<file path="src/rtl/perf_pkg.sv">
// Shared constants for the performance counter bank: event slots, CTRL layout
// and the bus-side state encoding.
package perf_pkg;

    localparam int NUM_CNT = 8;

    localparam int EV_CYCLE        = 0;
    localparam int EV_INST         = 1;
    localparam int EV_ICACHE_FETCH = 2;
    localparam int EV_ICACHE_HIT   = 3;
    localparam int EV_ICACHE_MISS  = 4;
    localparam int EV_LSU_LOAD     = 5;
    localparam int EV_LSU_STORE    = 6;
    localparam int EV_LSU_WAIT     = 7;

    localparam logic [7:0] CTRL_ADDR  = 8'h40;
    localparam int CTRL_FREEZE_BIT    = 0;
    localparam int CTRL_CLEAR_BIT     = 1;

    typedef enum logic [0:0] {
        ST_IDLE = 1'b0,
        ST_RESP = 1'b1
    } bus_state_e;

endpackage

</file>
<file path="src/rtl/perf_event_counter.sv">
// Single wrapping event counter; clear wins over increment, freeze blocks increment.
module perf_event_counter #(
    parameter int CNT_WIDTH = 64
) (
    input  logic                 i_clk,
    input  logic                 i_rst_n,
    input  logic                 i_inc,
    input  logic                 i_clear,
    input  logic                 i_freeze,
    output logic [CNT_WIDTH-1:0] o_count
);

    logic [CNT_WIDTH-1:0] r_count;
    logic [CNT_WIDTH-1:0] w_count_nxt;

    // next-count selection
    always_comb begin
        w_count_nxt = r_count;
        if (i_clear) begin
            w_count_nxt = {CNT_WIDTH{1'b0}};
        end else if (i_inc && !i_freeze) begin
            w_count_nxt = r_count + CNT_WIDTH'(1);
        end else begin
            w_count_nxt = r_count;
        end
    end

    // count register
    always_ff @(posedge i_clk or negedge i_rst_n) begin
        if (!i_rst_n) begin
            r_count <= {CNT_WIDTH{1'b0}};
        end else begin
            r_count <= w_count_nxt;
        end
    end

    assign o_count = r_count;

endmodule

</file>
<file path="src/rtl/perf_counter_bank.sv">
// Eight hardware performance counters fed by IFU/ICache/LSU events and read
// over a single-outstanding request/response MMIO port with a low-then-high snapshot.
module perf_counter_bank
    import perf_pkg::*;
#(
    parameter int CNT_WIDTH = 64
) (
    input  logic        clk,
    input  logic        reset,
    input  logic        ifu_valid,
    input  logic        icache_valid,
    input  logic        icache_start,
    input  logic        icache_isHit,
    input  logic        lsu_ren,
    input  logic        lsu_wen,
    input  logic        lsu_isWaiting,
    input  logic        req_valid,
    output logic        req_ready,
    input  logic        req_wen,
    input  logic [7:0]  req_addr,
    input  logic [31:0] req_wdata,
    output logic        resp_valid,
    input  logic        resp_ready,
    output logic [31:0] resp_rdata,
    output logic        resp_err
);

    logic                 r_icache_start_d;
    logic                 r_lsu_load_d;
    logic                 r_lsu_store_d;
    logic                 r_freeze;
    logic [31:0]          r_shadow;
    bus_state_e           r_state;
    logic                 r_req_ready;
    logic                 r_resp_valid;
    logic [31:0]          r_resp_rdata;
    logic                 r_resp_err;

    logic                 w_lsu_load_lvl;
    logic                 w_lsu_store_lvl;
    logic [NUM_CNT-1:0]   w_event;
    logic [CNT_WIDTH-1:0] w_count [NUM_CNT];
    logic                 w_accept;
    logic                 w_is_cnt;
    logic                 w_is_ctrl;
    logic [2:0]           w_idx;
    logic [CNT_WIDTH-1:0] w_sel;
    logic [31:0]          w_sel_hi;
    logic [31:0]          w_rdata;
    logic                 w_err;
    logic                 w_shadow_load;
    logic                 w_clear;
    logic                 w_freeze_nxt;
    bus_state_e           w_state_nxt;
    logic                 w_req_ready_nxt;
    logic                 w_resp_valid_nxt;
    logic [31:0]          w_resp_rdata_nxt;
    logic                 w_resp_err_nxt;
    logic                 w_unused;

    assign w_lsu_load_lvl  = lsu_isWaiting & lsu_ren;
    assign w_lsu_store_lvl = lsu_isWaiting & lsu_wen;

    // Edge-type events compare against a delayed copy that resets to 0,
    // so a level already high when reset releases counts once.
    assign w_event[EV_CYCLE]        = 1'b1;
    assign w_event[EV_INST]         = ifu_valid;
    assign w_event[EV_ICACHE_FETCH] = icache_start & ~r_icache_start_d;
    assign w_event[EV_ICACHE_HIT]   = icache_valid & icache_isHit;
    assign w_event[EV_ICACHE_MISS]  = icache_valid & ~icache_isHit;
    assign w_event[EV_LSU_LOAD]     = w_lsu_load_lvl & ~r_lsu_load_d;
    assign w_event[EV_LSU_STORE]    = w_lsu_store_lvl & ~r_lsu_store_d;
    assign w_event[EV_LSU_WAIT]     = lsu_isWaiting;

    for (genvar gi = 0; gi < NUM_CNT; gi++) begin : g_cnt
        perf_event_counter #(.CNT_WIDTH(CNT_WIDTH)) u_cnt (
            .i_clk    (clk),
            .i_rst_n  (reset),
            .i_inc    (w_event[gi]),
            .i_clear  (w_clear),
            .i_freeze (r_freeze),
            .o_count  (w_count[gi])
        );
    end

    assign w_accept  = (r_state == ST_IDLE) & req_valid;
    assign w_is_cnt  = (req_addr[7:6] == 2'b00);
    assign w_is_ctrl = (req_addr[7:2] == CTRL_ADDR[7:2]);
    assign w_idx     = req_addr[5:3];
    assign w_sel     = w_count[w_idx];
    assign w_sel_hi  = 32'(w_sel[CNT_WIDTH-1:32]);
    assign w_unused  = ^{req_addr[1:0], req_wdata[31:2]};

    // address decode and side effects of an accepted request
    always_comb begin
        w_rdata       = 32'h0;
        w_err         = 1'b0;
        w_shadow_load = 1'b0;
        w_clear       = 1'b0;
        w_freeze_nxt  = r_freeze;
        if (w_accept) begin
            if (w_is_cnt) begin
                if (req_wen) begin
                    w_err = 1'b1;
                end else if (req_addr[2]) begin
                    w_rdata = r_shadow;
                end else begin
                    w_rdata       = w_sel[31:0];
                    w_shadow_load = 1'b1;
                end
            end else if (w_is_ctrl) begin
                if (req_wen) begin
                    w_freeze_nxt = req_wdata[CTRL_FREEZE_BIT];
                    w_clear      = req_wdata[CTRL_CLEAR_BIT];
                end else begin
                    w_rdata = {31'h0, r_freeze};
                end
            end else begin
                w_err = 1'b1;
            end
        end else begin
            w_freeze_nxt = r_freeze;
        end
    end

    // bus FSM next state and registered response outputs
    always_comb begin
        w_state_nxt      = r_state;
        w_req_ready_nxt  = r_req_ready;
        w_resp_valid_nxt = r_resp_valid;
        w_resp_rdata_nxt = r_resp_rdata;
        w_resp_err_nxt   = r_resp_err;
        case (r_state)
            ST_IDLE: begin
                if (req_valid) begin
                    w_state_nxt      = ST_RESP;
                    w_req_ready_nxt  = 1'b0;
                    w_resp_valid_nxt = 1'b1;
                    w_resp_rdata_nxt = w_rdata;
                    w_resp_err_nxt   = w_err;
                end else begin
                    w_req_ready_nxt  = 1'b1;
                    w_resp_valid_nxt = 1'b0;
                end
            end
            ST_RESP: begin
                if (resp_ready) begin
                    w_state_nxt      = ST_IDLE;
                    w_req_ready_nxt  = 1'b1;
                    w_resp_valid_nxt = 1'b0;
                end else begin
                    w_state_nxt      = ST_RESP;
                end
            end
            default: begin
                w_state_nxt      = ST_IDLE;
                w_req_ready_nxt  = 1'b1;
                w_resp_valid_nxt = 1'b0;
            end
        endcase
    end

    // FSM, response, control, shadow and edge-history registers
    always_ff @(posedge clk or negedge reset) begin
        if (!reset) begin
            r_state          <= ST_IDLE;
            r_req_ready      <= 1'b1;
            r_resp_valid     <= 1'b0;
            r_resp_rdata     <= 32'h0;
            r_resp_err       <= 1'b0;
            r_freeze         <= 1'b0;
            r_shadow         <= 32'h0;
            r_icache_start_d <= 1'b0;
            r_lsu_load_d     <= 1'b0;
            r_lsu_store_d    <= 1'b0;
        end else begin
            r_state          <= w_state_nxt;
            r_req_ready      <= w_req_ready_nxt;
            r_resp_valid     <= w_resp_valid_nxt;
            r_resp_rdata     <= w_resp_rdata_nxt;
            r_resp_err       <= w_resp_err_nxt;
            r_freeze         <= w_freeze_nxt;
            r_icache_start_d <= icache_start;
            r_lsu_load_d     <= w_lsu_load_lvl;
            r_lsu_store_d    <= w_lsu_store_lvl;
            if (w_clear) begin
                r_shadow <= 32'h0;
            end else if (w_shadow_load) begin
                r_shadow <= w_sel_hi;
            end else begin
                r_shadow <= r_shadow;
            end
        end
    end

    assign req_ready  = r_req_ready;
    assign resp_valid = r_resp_valid;
    assign resp_rdata = r_resp_rdata;
    assign resp_err   = r_resp_err;

endmodule

</file>
<file path="config.mk">
export PLATFORM = sky130hd
export DESIGN_NAME = perf_counter_bank
export DESIGN_NICKNAME = d
export VERILOG_FILES = /design/src/rtl/perf_pkg.sv /design/src/rtl/perf_event_counter.sv /design/src/rtl/perf_counter_bank.sv
export SDC_FILE = /design/constraint.sdc
export NUM_CORES = 1
export LEC_CHECK = 0
export CORE_ASPECT_RATIO = 1.5
export CORE_MARGIN = 2
export CORE_UTILIZATION = 45
export CTS_CLUSTER_SIZE = 14
export DETAILED_ROUTE_END_ITERATION = 6
export HOLD_SLACK_MARGIN = 0.15
export SYNTH_ARGS = -nofsm -noshare
export SYNTH_HDL_FRONTEND = slang
export SYNTH_SLANG_ARGS = --single-unit
</file>
<file path="constraint.sdc">
create_clock -name clk -period 5.3 [get_ports clk]
set_clock_uncertainty 0.15 [all_clocks]
set_input_delay 1.06 -clock clk [delete_from_list [all_inputs] [get_ports clk]]
set_output_delay 1.06 -clock clk [all_outputs]
set_load 0.02 [all_outputs]
</file>
==> out/metrics.yaml, run 1 <==
status:
  status: "finished, violations left"
  violations: "DRC"
timing:
  drv_slew: 0
  worst_pin_slew_ns: 1.26
  fmax_mhz: 260
  fin_ws_ns: 1.45
  relSlewSlack: 0.153
  final-setup-viol-count: 0
  finalCriticalPeriod_ns: 3.85
  rsz0062_at_grt: "false"
  finalHoldViolations: 0
  period_share: 0.726
  final.setup.tns_ns: 0
min_path:
  hp-class: "input pin to async pin"
layout:
  instances_no_fill: 4610
  final_util: 0.506
  final_layout_size_suffix_gt1_frac: 0.0964
  fin_nets: 3624
  area_growth_pct: 11.2
  fillers: 7120
floorplan:
  core_area_um2: 75100
  num_rows: 123
  die_h_um: 341
  die_w_um: 229
  fp.dieArea_um2: 78200
  initial_core_util: 0.455
  io_pins: 87
route:
  dr.pass1.iters: 7
  drc: 2
  routed.top_layer: "met5"
  route.met2.wl_um: 61300
  wl_met1_um: 46400
  routed-via-count: 30600
  wl_met3_um: 8130
  wirelength_um: 126000
  viasPerCell: 6.63
  antenna_left: 0
  drtIter0Drc: 3242
  wl_per_cell_um: 27.3
synthesis:
  synthesis.area_um2: 34200
  ys.flop_type: "dfrtp_1"
  ys_types: 62
  synth_top_area_share: 0.427
  ys_ff_latch: 584
  synthArstFlopShare: 1.00
  syn_area_per_cell_um2: 9.56
  ys_seq_area_frac: 0.428
  synth_edf_count: 0
  yosysWarnings: 0
  synth.most_common_cell: "dfrtp_1"
  synth_area_leader_cell: "dfrtp_1"
  synthCells: 3575
  syn_nets: 3635
  netlist_top_cells_area: "dfrtp_1 43%, mux4_2 8.4%, a21oi_1 4.4%"
  synth_common_cells: "583 x dfrtp_1, 305 x nor2_1, 298 x a21oi_1"
place:
  place_inst: 4502
  place.gp.congestion: 1.01
  hpwl_um: 92600
  port_buffers: 54
  dp_slack_ns: 0.930
clocking:
  clock-root-buffer: "clkbuf_16"
  post_cts_resized: 0
  h-tree-depth: 2
  clock_latency_ns: 0.66
  cts_buffers: 60
  clockBufferDepth: 3
  cts_setup_buffers: 0
  cts.sinks: 584
  cts_tree: "done"
  cts_hold_buffers: 0
  clk_pin_slew_worst_paths_ns: 0.07
grt:
  grt_pass1_vias: 29000
  grt_max_degree: 196
  grt_usage: 0.320
  grt_pass1_wl_um: 188000
  antenna_found_initial: 4
  grt-ovfl-total: 0
critical_path:
  cp_data_required_time_ns: 5.72
  crit_path_max_fanout: 13
  critPathLaunchType: "register"
  arrival_ns: 4.27
  worst-setup-path-type: "register to register"
  end_kind: "register"
  r2r_cells: 6
flow_run:
  maxCapViolations: 0
power_and_ir_drop:
  p_int_uw: 7990
  p_switching_uw: 3120
  p_clk_frac: 0.413
  p_leak_uw: 0.0144
  p_per_area_nw_per_um2: 292
  ir_drop_mv: 0.251
  swShare: 0.281
  power_frac_seq: 0.468
  pwr-share-comb: 0.120
cell families after synthesis:
group,share of synthesized area
compound gates,0.129
xor+xnor,0.0495
fa+ha+maj,0.00293
buf+inv,0.0298
flops,0.428
mux,0.106
simple gates,0.255
cell usage in the layout, fill, tap and decap left out, types with 70 or more instances in the layout:
| cell type | count |
|---|---|
| a21oi_1 | 298 |
| buf_4 | 70 |
| dfrtp_1 | 583 |
| mux2i_1 | 73 |
| mux4_2 | 128 |
| nand2_1 | 269 |
| nand3_1 | 197 |
| nand4_1 | 207 |
| nor2_1 | 305 |
| o21ai_0 | 166 |
| o31ai_1 | 148 |
| or3_1 | 137 |
| or4_1 | 160 |
| xnor2_1 | 73 |
| xor2_1 | 120 |
per-layer routing:
layer	up-vias	GRT usage
met2	1193	0.535
met5	-	0
met1	15400	0.380
met3	348	0.0484
li1	13600	-
met4	6	0.221
worst max-delay path, stage by stage (launching register included):
cell and delay, ns:
dfrtp_1 0.58, nand4_1 0.45, nor4_1 1.01, nand4b_1 0.66
buf_4 0.41, or3_1 0.35, a21oi_1 0.14
through the flow:
step                      hold WS (ns)  cell area, um2  power [uW]
after detailed placement         0.320           35900        6580
after global routing             0.366           38000       11500
after global placement           0.319           35900        6560
after floorplan                  0.357           34200        5960
final                            0.330           38000       11100
after CTS                        0.334           38000       11200
state kept, by name, summed over array words and instances, names as in the netlist:
signal / count
r_shadow: 32
r_freeze: 1
r_lsu_store_d: 1
resp_rdata: 32
req_ready: 1
r_state: 1
g_cnt.u_cnt.o_count: 512
resp_valid: 1
r_lsu_load_d: 1
resp_err: 1
r_icache_start_d: 1
area by class of cell:
cell class                      instances  area, um2  area share
Antenna cell                            1       2.50   0.0000659
Clock buffer                           93       1860      0.0489
Clock inverter                         14        223     0.00586
Inverter                               65        244     0.00642
Multi-Input combinational cell       2723      18600       0.489
Sequential cell                       584      14600       0.385
Tap cell                             1000       1250      0.0329
Timing Repair Buffer                  130       1210      0.0319
worst paths after layout:
kind / startpoint / to / slack, ns
min: reset / g_cnt[2].u_cnt.o_count[41] / 0.33
max reg2reg: g_cnt[6].u_cnt.o_count[9] / g_cnt[6].u_cnt.o_count[37] / 1.45
max in group asynchronous: reset / r_shadow[26] / 3.46
max: g_cnt[6].u_cnt.o_count[9] / g_cnt[6].u_cnt.o_count[37] / 1.45
min in group clk: resp_err / resp_err / 0.33
min reg2reg: resp_err / resp_err / 0.33
power groups by stage:
stage          Combinational [uW]  Sequential, uW  Clock [uW]
6_report                     1330            5200        4590
5_1_grt                      1440            5230        4810
3_3_place_gp                 1300            5250           0
2_1_floorplan                 823            5140           0
4_1_cts                      1330            5180        4640
3_5_place_dp                 1320            5260           0
Power figures use the tool's default switching activity.
==> run 2, diff against run 1 <==
clock period = 3.2 ns   (was 5.3 ns; I/O delays follow)
==> run 2 against run 1 <==
The flow now finishes without violations; sequential power up 66%; non-clock buffer count up 189; final area up 4.3%.
==> out/metrics.yaml, run 2 (synthesized netlist as in run 1, its figures left out) <==
status:
  status: "finished clean"
power_and_ir_drop:
  p_per_area_nw_per_um2: 463
  p_int_uw: 13000
  p_clk_frac: 0.404
  power_frac_seq: 0.471
  report.power.total_uw: 18400
  p_switching_uw: 5330
  swShare: 0.291
  ir_drop_mv: 0.373
  p_leak_uw: 0.0153
  pwr-share-comb: 0.125
clocking:
  clk_pin_slew_worst_paths_ns: 0.06
  cts_setup_buffers: 0
  cts_hold_buffers: 1
  cts.sinks: 584
  clock_latency_ns: 0.67
  h-tree-depth: 2
  cts_buffers: 60
  clock-root-buffer: "clkbuf_16"
  cts_tree: "done"
  post_cts_resized: 0
  clockBufferDepth: 3
critical_path:
  worst_r2r_endpoint: "g_cnt[0].u_cnt.o_count[63]"
  r2r_cells: 6
  crit_path_max_fanout: 14
  end_kind: "register"
  arrival_ns: 3.50
  critical_path.max_stage_delay_ns: 0.60
  crit_buf_inv: 1
  crit_chain: "buf_4 -> and4b_1 -> and2_1 -> nand3_1 -> or4_1 -> a21oi_1"
  worst-setup-path-type: "register to register"
  ff2ff_setup_slack_ns: 0.13
  critPathTopFamily: "simple AND/OR/NAND/NOR gates"
  cp_data_required_time_ns: 3.63
  critPathLaunchType: "register"
  r2r_start: "r_freeze"
  critPathSlowestCell: "or4_1"
route:
  wl_per_cell_um: 27.1
  antenna_left: 0
  wirelength_um: 130000
  routed-via-count: 31500
  drc: 0
  drtIter0Drc: 3104
  dr.pass1.iters: 5
  viasPerCell: 6.55
timing:
  fin_hold_ws_ns: 0.344
  finalCriticalPeriod_ns: 3.07
  drv_slew: 0
  period_share: 0.960
  fmax_mhz: 325
  final-setup-viol-count: 0
  worst_pin_slew_ns: 0.784
  rsz0062_at_grt: "false"
  finalHoldViolations: 0
  relSlewSlack: 0.475
  fin_ws_ns: 0.128
place:
  hpwl_um: 99600
  dp_slack_ns: -0.378
  place.gp.congestion: 0.963
  port_buffers: 54
  place_inst: 4690
layout:
  largest_reg_flops: 512
  final_layout_size_suffix_gt1_frac: 0.142
  area_growth_pct: 16.0
  final_util: 0.528
  fin_nets: 3813
  layout_common_cells: "583 x dfrtp_1, 305 x nor2_1, 298 x a21oi_1, 269 x nand2_1, 235 x buf_4"
  instances_no_fill: 4809
  layout_commonest_cell: "dfrtp_1"
grt:
  grt_pass1_vias: 30000
  grt_max_degree: 82
  antenna_found_initial: 10
  grt-ovfl-total: 0
  grt_pass1_wl_um: 194000
  grt_usage: 0.331
floorplan:
  initial_core_util: 0.455
  die_h_um: 341
  die_w_um: 229
  fp.dieArea_um2: 78200
  core_area_um2: 75100
  io_pins: 87
  num_rows: 123
min_path:
  whs_path_depth: 2
  min_from: "resp_err"
  hp-class: "register to register"
  hold_end: "resp_err"
flow_run:
  maxCapViolations: 0
[run 2: how the worst max path moves through the flow]
stage,startpoint,cells after the start,end
after floorplan,req_addr[5],8,g_cnt[7].u_cnt.o_count[48]
after global placement,req_addr[6],8,g_cnt[6].u_cnt.o_count[28]
after detailed placement,req_addr[6],8,g_cnt[6].u_cnt.o_count[26]
after CTS,r_freeze,6,g_cnt[0].u_cnt.o_count[63]
after global routing,r_freeze,6,g_cnt[0].u_cnt.o_count[63]
final,r_freeze,6,g_cnt[0].u_cnt.o_count[63]
[run 2: power by group through the flow]
stage / clock network, uW / registers (uW) / logic (uW)
after floorplan: 0 / 8510 / 1360
after global placement: 0 / 8740 / 2230
after detailed placement: 0 / 8750 / 2280
after CTS: 7500 / 8620 / 2280
after global routing: 7770 / 8720 / 2500
final: 7420 / 8640 / 2290
[run 2: layout make-up]
| cell class | instances | area (um2) |
|---|---|---|
| diodes | 4 | 10.0 |
| inverters | 65 | 244 |
| well taps | 1000 | 1250 |
| clock buffers | 89 | 1760 |
| clock inverters | 25 | 253 |
| multi-input cells | 2723 | 18600 |
| repair buffers | 319 | 2920 |
| flip-flops and latches | 584 | 14600 |
| fillers | 7059 | 35500 |
[run 2: worst reg2reg max path, delay by kind of cell, from the launching register on]
family          cells  cell delay, ns
compound gates      1            0.15
buf+inv             1            0.29
flops               1            0.54
simple gates        4            1.86
[run 2: routing by layer]
metal,GRT usage,share of wire,vias up
met5,0,0.00075,-
met4,0.238,0.084,12
met3,0.0473,0.062,395
met2,0.551,0.48,1267
met1,0.394,0.37,15800
li1,-,-,14000
[run 2: stage by stage]
step                      instance area (um2)  setup TNS, ns
after floorplan                         34200              0
final                                   39600              0
after global placement                  37600         -53.09
after CTS                               39600              0
after global routing                    39600              0
after detailed placement                37600         -59.20
